<file path="config.mk">
export PLATFORM = sky130hd
export DESIGN_NAME = ws2812_tx
export DESIGN_NICKNAME = d
export VERILOG_FILES = /design/src/rtl/ws2812_pkg.sv /design/src/rtl/ws2812_bit_timer.sv /design/src/rtl/ws2812_tx.sv
export SDC_FILE = /design/constraint.sdc
export NUM_CORES = 1
export LEC_CHECK = 0
export CORE_ASPECT_RATIO = 1.25
export CORE_MARGIN = 5
export CORE_UTILIZATION = 55
export DETAILED_ROUTE_END_ITERATION = 10
export PLACE_DENSITY_LB_ADDON = 0.2
export SYNTH_ARGS = -nofsm -noshare
export SYNTH_HDL_FRONTEND = slang
export SYNTH_SLANG_ARGS = --single-unit
</file>
<file path="constraint.sdc">
create_clock -name clk -period 4 [get_ports clk]
set_input_delay 0.8 -clock clk [delete_from_list [all_inputs] [get_ports clk]]
set_output_delay 0.8 -clock clk [all_outputs]
set_load 0.01 [all_outputs]
</file>
<file path="src/rtl/ws2812_pkg.sv">
// Shared definitions for the WS2812 chain driver and the pattern stage:
// FSM states, 100 MHz timing defaults and GRB colour constants.
package ws2812_pkg;

    localparam int BITS_PER_LED = 24;

    localparam int DEFAULT_NUM_LEDS = 5;
    localparam int DEFAULT_T0H      = 40;
    localparam int DEFAULT_T1H      = 80;
    localparam int DEFAULT_TBIT     = 125;
    localparam int DEFAULT_TRESET   = 5000;

    typedef enum logic [1:0] {
        IDLE  = 2'd0,
        SEND  = 2'd1,
        LATCH = 2'd2
    } state_t;

    // Colours are packed G[23:16], R[15:8], B[7:0] as the LEDs expect.
    localparam logic [BITS_PER_LED-1:0] OFF    = 24'h000000;
    localparam logic [BITS_PER_LED-1:0] RED    = 24'h00FF00;
    localparam logic [BITS_PER_LED-1:0] ORANGE = 24'h80FF00;
    localparam logic [BITS_PER_LED-1:0] GREEN  = 24'hFF0000;
    localparam logic [BITS_PER_LED-1:0] CYAN   = 24'hFF00FF;
    localparam logic [BITS_PER_LED-1:0] BLUE   = 24'h0000FF;
    localparam logic [BITS_PER_LED-1:0] VIOLET = 24'h0080FF;

    function automatic int max_int(input int a, input int b);
        return (a > b) ? a : b;
    endfunction

    // Counter width for values 0..count-1, never narrower than one bit.
    function automatic int width_for(input int count);
        return (count > 1) ? $clog2(count) : 1;
    endfunction

endpackage

</file>
<file path="src/rtl/ws2812_bit_timer.sv">
// Pulse-width decision for one NZR bit: high phase length depends on the bit
// value, and end_of_bit marks the final tick of the bit period.
module ws2812_bit_timer
    import ws2812_pkg::*;
#(
    parameter int T0H    = DEFAULT_T0H,
    parameter int T1H    = DEFAULT_T1H,
    parameter int TBIT   = DEFAULT_TBIT,
    parameter int TICK_W = width_for(DEFAULT_TBIT)
) (
    input  logic [TICK_W-1:0] tick,
    input  logic              bit_value,
    output logic              high,
    output logic              end_of_bit
);

    logic [TICK_W-1:0] high_len;

    assign high_len   = bit_value ? TICK_W'(T1H) : TICK_W'(T0H);
    assign high       = (tick < high_len);
    assign end_of_bit = (tick == TICK_W'(TBIT - 1));

endmodule

</file>
<file path="src/rtl/ws2812_tx.sv">
// WS2812 serial line driver: captures a GRB frame on start, shifts it out MSB
// first as NZR pulses, then holds the line low for the latch interval.
module ws2812_tx
    import ws2812_pkg::*;
#(
    parameter int NUM_LEDS = DEFAULT_NUM_LEDS,
    parameter int T0H      = DEFAULT_T0H,
    parameter int T1H      = DEFAULT_T1H,
    parameter int TBIT     = DEFAULT_TBIT,
    parameter int TRESET   = DEFAULT_TRESET
) (
    input  logic                           clk,
    input  logic                           reset,
    input  logic [NUM_LEDS*BITS_PER_LED-1:0] frame,
    input  logic                           start,
    output logic                           busy,
    output logic                           done,
    output logic                           dout
);

    localparam int FRAME_W = NUM_LEDS * BITS_PER_LED;
    localparam int TICK_W  = width_for(max_int(TBIT, TRESET));
    localparam int BIT_W   = width_for(FRAME_W);

    if (!(T0H > 0 && T0H < T1H && T1H < TBIT && TRESET >= 1)) begin : g_bad_timing
        $fatal(1, "ws2812_tx: timing parameters must satisfy 0 < T0H < T1H < TBIT and TRESET >= 1");
    end

    state_t               state_reg, state_next;
    logic [TICK_W-1:0]    tick_reg, tick_next;
    logic [BIT_W-1:0]     bit_cnt_reg, bit_cnt_next;
    logic [FRAME_W-1:0]   shreg_reg, shreg_next;
    logic                 done_reg, done_next;
    logic                 dout_reg;
    logic                 eob_reg;
    logic                 high_next;
    logic                 eob_next;

    // The timer looks one cycle ahead so dout and the end-of-bit flag come
    // straight from flops and line up with the tick they describe.
    ws2812_bit_timer #(
        .T0H    (T0H),
        .T1H    (T1H),
        .TBIT   (TBIT),
        .TICK_W (TICK_W)
    ) u_bit_timer (
        .tick       (tick_next),
        .bit_value  (shreg_next[FRAME_W-1]),
        .high       (high_next),
        .end_of_bit (eob_next)
    );

    always_comb begin
        state_next   = state_reg;
        tick_next    = tick_reg;
        bit_cnt_next = bit_cnt_reg;
        shreg_next   = shreg_reg;
        done_next    = 1'b0;
        case (state_reg)
            IDLE: begin
                if (start) begin
                    state_next   = SEND;
                    tick_next    = '0;
                    bit_cnt_next = '0;
                    shreg_next   = frame;
                end
            end
            SEND: begin
                if (eob_reg) begin
                    shreg_next = shreg_reg << 1;
                    tick_next  = '0;
                    if (bit_cnt_reg == BIT_W'(FRAME_W - 1)) begin
                        state_next = LATCH;
                    end else begin
                        bit_cnt_next = bit_cnt_reg + 1'b1;
                    end
                end else begin
                    tick_next = tick_reg + 1'b1;
                end
            end
            LATCH: begin
                if (tick_reg == TICK_W'(TRESET - 1)) begin
                    state_next = IDLE;
                    tick_next  = '0;
                    done_next  = 1'b1;
                end else begin
                    tick_next = tick_reg + 1'b1;
                end
            end
            default: begin
                state_next = IDLE;
                tick_next  = '0;
            end
        endcase
    end

    always_ff @(posedge clk) begin
        if (reset) begin
            state_reg   <= IDLE;
            tick_reg    <= '0;
            bit_cnt_reg <= '0;
            shreg_reg   <= '0;
            done_reg    <= 1'b0;
            dout_reg    <= 1'b0;
            eob_reg     <= 1'b0;
        end else begin
            state_reg   <= state_next;
            tick_reg    <= tick_next;
            bit_cnt_reg <= bit_cnt_next;
            shreg_reg   <= shreg_next;
            done_reg    <= done_next;
            dout_reg    <= (state_next == SEND) && high_next;
            eob_reg     <= (state_next == SEND) && eob_next;
        end
    end

    assign busy = (state_reg != IDLE);
    assign done = done_reg;
    assign dout = dout_reg;

endmodule

</file>
==> qor.yml <==
outcome:
  status: "completed"
floorplanning:
  die_y_um: 128
  core-area_um2: 11000
  die_w_um: 104
  placementRows: 43
  die-area_um2: 13300
  start_util: 0.557
  ios: 126
pwr:
  max-vdd-ir-drop_mv: 0.267
  power_mw: 3.53
  p_per_area_nw_per_um2: 446
  leakage_nw: 2.77
logic_synthesis:
  synth_nets: 850
  synth_cell_types: 53
  ys_seq_elements: 145
  avgSynthCellArea_um2: 8.47
  yosysSeqAreaShare: 0.475
  synth_ff_type: "dfxtp_1"
  ys_warn_count: 0
  synthArstFlopShare: 0
  synthesis.instances: 722
  synth_edf_count: 0
  synth_area_um2: 6110
placement:
  dpl-instance-area_um2: 7320
  port_buffers: 125
  place.gp.congestion: 0.826
  place_hpwl_um: 10000
  place_ws_ps: 656
global_routing:
  first_global_vias: 5557
  antenna_found_initial: 0
  grt_pass1_wl_um: 25700
  grt.overflow.total: 0
  grtUsageTotal: 0.231
  grt_max_degree: 120
route:
  dr.pass1.iters: 7
  ant_nets: 0
  avgRoutedWirePerCell_um: 16.6
  drc: 0
  vias_per_cell: 5.95
  wl_um: 15900
  vias: 5690
  drt_iter0_drc: 454
setup_path:
  r2r-end: "dout"
  worstSetupPathType: "reg2reg"
  cp_data_arrival_time_ps: 3580
  r2r_start: "tick_reg[4]"
  r2r_slack_ps: 780
  cp.required_ps: 4360
  path_max_fanout: 7
  critPathLaunchType: "register"
  worst_r2r_path_depth: 10
  endpoint_kind: "register"
timing:
  slew_violations: 0
  slew_headroom: 0.168
  hold_violations: 0
  tns_ps: 0
  fmax_mhz: 311
  finalCriticalPeriod_ps: 3220
  fin_crit_sh: 0.804
  rsz0062_at_grt: "false"
  final.setup_skew_ps: 5.39
  setup_ws_ps: 783
  max_slew.worst_pin.slew_ps: 1250
  setup_viol: 0
final_layout:
  fill_cells: 843
  largest_reg_flops: 120
  nets: 937
  fin_util: 0.723
  antenna_cells: 0
  area_delta_synth_final_pct: 29.8
  drive_gt1_frac: 0.0657
  stdcell_area_um2: 7930
clock_tree:
  max-clock-path-buffers: 2
  cts_tree: "built"
  ctsResizeCount: 0
  clkSlewWorstSetupHoldPaths_ps: 60
  clkLatencyLatePin_ps: 420
  postCtsHoldBufs: 0
  numCtsBuffers: 17
  cts_setup_buffers: 0
  clock_tree.root_cell: "clkbuf_16"
  htree_levels: 4
  numClockSinks: 145
worst_hold_path:
  worstHoldStart: "shreg_reg[89]"
  hold_class: "reg2reg"
  min_path_cells: 2
  worstHoldEndpoint: "shreg_reg[89]"
job:
  max_cap_violations: 0
[kinds of logic after synthesis]
| logic type | after synthesis | synth area share |
|---|---|---|
| fa+ha+maj | 5 | 0.0102 |
| xor+xnor | 8 | 0.0115 |
| compound gates | 290 | 0.304 |
| buf+inv | 70 | 0.0493 |
| simple gates | 204 | 0.151 |
| flops | 145 | 0.475 |
[how the worst max path moves through the flow]
stage / start / to / slack [ps] / depth (start not counted)
global placement: start / shreg_reg[98] / 770 / 6
floorplan: tick_reg[4] / dout / 1280 / 11
global route: tick_reg[1] / dout / 590 / 11
finish: tick_reg[4] / dout / 780 / 10
CTS: tick_reg[4] / dout / 850 / 10
detailed placement: start / shreg_reg[99] / 660 / 6
[cell usage in the layout (no fill, tap or decap), types with 2 or more instances in the layout]
cell / Yosys / routed
nor2_1: 18 / 17
nor4_1: 2 / 2
nand4_1: 3 / 3
nor3_1: 11 / 11
ha_1: 5 / 5
nand3b_1: 2 / 2
clkdlybuf4s50_1: 0 / 124
clkinv_4: 0 / 6
xnor2_1: 4 / 4
clkinvlp_4: 0 / 3
dfxtp_1: 145 / 145
a21o_1: 3 / 3
nor2b_1: 3 / 3
a22oi_1: 123 / 123
clkbuf_16: 0 / 17
nand4b_1: 2 / 2
inv_6: 0 / 2
a311oi_1: 5 / 5
a211oi_1: 2 / 2
a21oi_1: 132 / 132
nand3_1: 4 / 4
o21ai_0: 10 / 10
buf_4: 4 / 8
nand2_1: 137 / 137
xor2_1: 4 / 4
or4b_2: 2 / 2
or3_1: 2 / 2
inv_1: 6 / 6
and3_1: 3 / 3
bufinv_16: 0 / 3
and2_1: 2 / 2
a31oi_1: 3 / 3
a22o_1: 2 / 2
[cell usage after synthesis, types with 4 or more instances]
| cell | n | share of area |
|---|---|---|
| inv_1 | 6 | 0.0037 |
| a22oi_1 | 123 | 0.15 |
| o21ai_0 | 10 | 0.0082 |
| clkbuf_1 | 54 | 0.033 |
| nand3_1 | 4 | 0.0033 |
| nor3_1 | 11 | 0.0090 |
| xor2_1 | 4 | 0.0057 |
| nand2_1 | 137 | 0.084 |
| dfxtp_1 | 145 | 0.47 |
| nor2_1 | 18 | 0.011 |
| ha_1 | 5 | 0.010 |
| a311oi_1 | 5 | 0.0072 |
| buf_4 | 4 | 0.0049 |
| a21oi_1 | 132 | 0.11 |
| xnor2_1 | 4 | 0.0057 |
[routing by layer]
layer,GRT usage,routed length [um]
met5,0,0
met4,0.0686,234
met3,0.0620,840
met2,0.404,8330
met1,0.278,6460
[stage by stage]
stage               cells  hold WS (ps)
finish                957           456
global placement      925           442
floorplan             722           437
CTS                   957           457
global route          957           476
detailed placement    925           449
[where the power goes]
group	total, mW	internal [mW]	switching [mW]
clock	1.63	0.989	0.638
sequential	1.56	1.52	0.0419
combinational	0.348	0.180	0.167
total	3.53	2.69	0.847
[worst max-delay path, cell delays in order, from the launching register on]
cell     delay, ps
dfxtp_1        360
or4_4          570
o41ai_4        440
and2_1         350
o21ai_1        130
a22o_1         300
ha_1           330
a21oi_1        150
o21ai_0        120
a21oi_1        200
o311a_1        200
[cell type report]
type	count	area [um2]	share of cell area
clock buffer	18	429	0.0541
clock inverter	14	183	0.0230
inverter	6	22.5	0.00284
multi-input combinational	507	2930	0.369
sequential	145	2900	0.366
timing repair buffer	132	1300	0.164
tap	135	169	0.0213
Note: power is estimated with default switching activity, not from simulation.
==> patch, RTL diff (same settings) <==
Set the package constant `DEFAULT_TRESET` to 10000 (it was 5000).
--- a/src/rtl/ws2812_pkg.sv
+++ b/src/rtl/ws2812_pkg.sv
@@ -10,3 +10,3 @@
     localparam int DEFAULT_TBIT     = 125;
-    localparam int DEFAULT_TRESET   = 5000;
+    localparam int DEFAULT_TRESET   = 10000;
 
Behaviour: same outputs for any inputs over 10 cycles, from zero or initial values and one cycle with reset high; that may be too few to reach the edited logic, so the function may still have changed.
==> patch against the unedited design <==
Power is 1.1% higher; setup slack worse by 0.12 ns; wire length fell by 0.80%; via count increased by 2.7%; sequential share of layout area fell by 0.13 points; cell area grew 1.0%; clock skew rose by 0.0047 ns; sequential cell count is 1 higher; synthesized cell count increased by 1.5%; synthesized area increased by 0.92%.
==> patch: results (changes against the unedited design) <==
Net Sw Power 0.8048 mW (-5.0%); worst-margin pin slew 0.7771 ns (-0.4702 ns); DR iter-0 viols 429 (-5.5%); LEAKAGE 2.805 nW (+1.4%); Routability Congestion 0.9544 (+16%); first-pass GRT wire length 25,960 microns (+1.1%); Pre-antenna DRT Iters 6 (-1); Clock power frac 46.4% (+0.4 points); Area contributors post-synth dfxtp_1 47%, a22oi_1 15%, a21oi_1 11%; crit-path max cell delay 0.59 ns (+0.02 ns); Peak supply drop 0.0002613 V (-2.2%); grt met1 use 28.17% (+0.42 points); CP Data Arrival Time 3.67 ns (+0.09 ns); skew final 0.01006 ns (+0.004666 ns); Root Buffer Master clkbuf_16; detailed-route wire length 15,740 microns (-0.80%); HPWL after DPL 10,120 microns (+1.1%); layout cells sized above 1 6.273% (-0.30 points); Synth Net Count 861 (+1.3%); Seq pwr share 43.9% (-0.2 points); largest net degree at the start of global routing 79 (-34%); Post-Place Cell Area 0.007390 sq mm (+0.92%); Sw Ratio 22.53% (-1.4 points); Worst path slowest cell o41ai_4; Seq/Total Area, Yosys 47.36% (-0.11 points); met2 usage 38.84% (-1.6 points); layout net count 944 (+0.75%); Post-Synthesis Cells 733 (+1.5%); routed vias 5,845 (+2.7%); met3 Use GR 6.422% (+0.23 points); GRT Total Usage 23.03% (-0.078 points); most common library cells after synthesis 146 x dfxtp_1, 134 x a21oi_1, 133 x nand2_1; vias per std cell 6.063 (+2.0%); status complete, no violations; dpl cells 932 (+0.76%); post-synthesis cell type count 55 (+3.8%)
## patch: cell types whose count changed in the layout (fill, tap and decap cells not counted), moves of 3 or more
cell / before / now
nor2_1: 17 / 22
a311oi_1: 5 / 1
clkinv_4: 6 / 2
nand2_1: 137 / 133
nand3_1: 4 / 8
clkinv_2: 0 / 3
nor2b_1: 3 / 6
o21ai_0: 10 / 7
## patch: final cells by class
class / instances / area [sq um]
Fill cell: 831 / 3013
Multi-Input combinational cell: 515 / 2982
Sequential cell: 146 / 2923
Timing Repair Buffer: 132 / 1301
Clock buffer: 19 / 442.9
Clock inverter: 13 / 183.9
Tap cell: 135 / 168.9
Inverter: 4 / 15.01
## patch: kinds of logic after synthesis
group	after synthesis	synth area share (%)
AOI/OAI and AO/OA	286	29.52
xor gates and xnor gates	8	1.135
adders and majority gates	5	1.014
buffers and inverters	72	4.582
DFF	146	47.36
muxes	2	0.3447
and+or+nand+nor	214	16.04
## patch: worst paths after layout
| check | from | to | slack (ns) | cells past startpoint |
|---|---|---|---|---|
| setup / recovery | tick_reg[0]$_SDFF_PP0_ | dout$_SDFF_PP0_ | 0.67 | 11 |
| hold / removal | shreg_reg[58]$_SDFFE_PP0P_ | shreg_reg[58]$_SDFFE_PP0P_ | 0.45 | 2 |
| setup reg to reg | tick_reg[0]$_SDFF_PP0_ | dout$_SDFF_PP0_ | 0.67 | 11 |
| hold reg to reg | shreg_reg[58]$_SDFFE_PP0P_ | shreg_reg[58]$_SDFFE_PP0P_ | 0.45 | 2 |
## patch: metal layers
metal	up-vias	share of wire, %
li1	2823	-
met1	2771	40
met2	214	50
met3	37	6.7
met4	0	2.4
met5	-	0
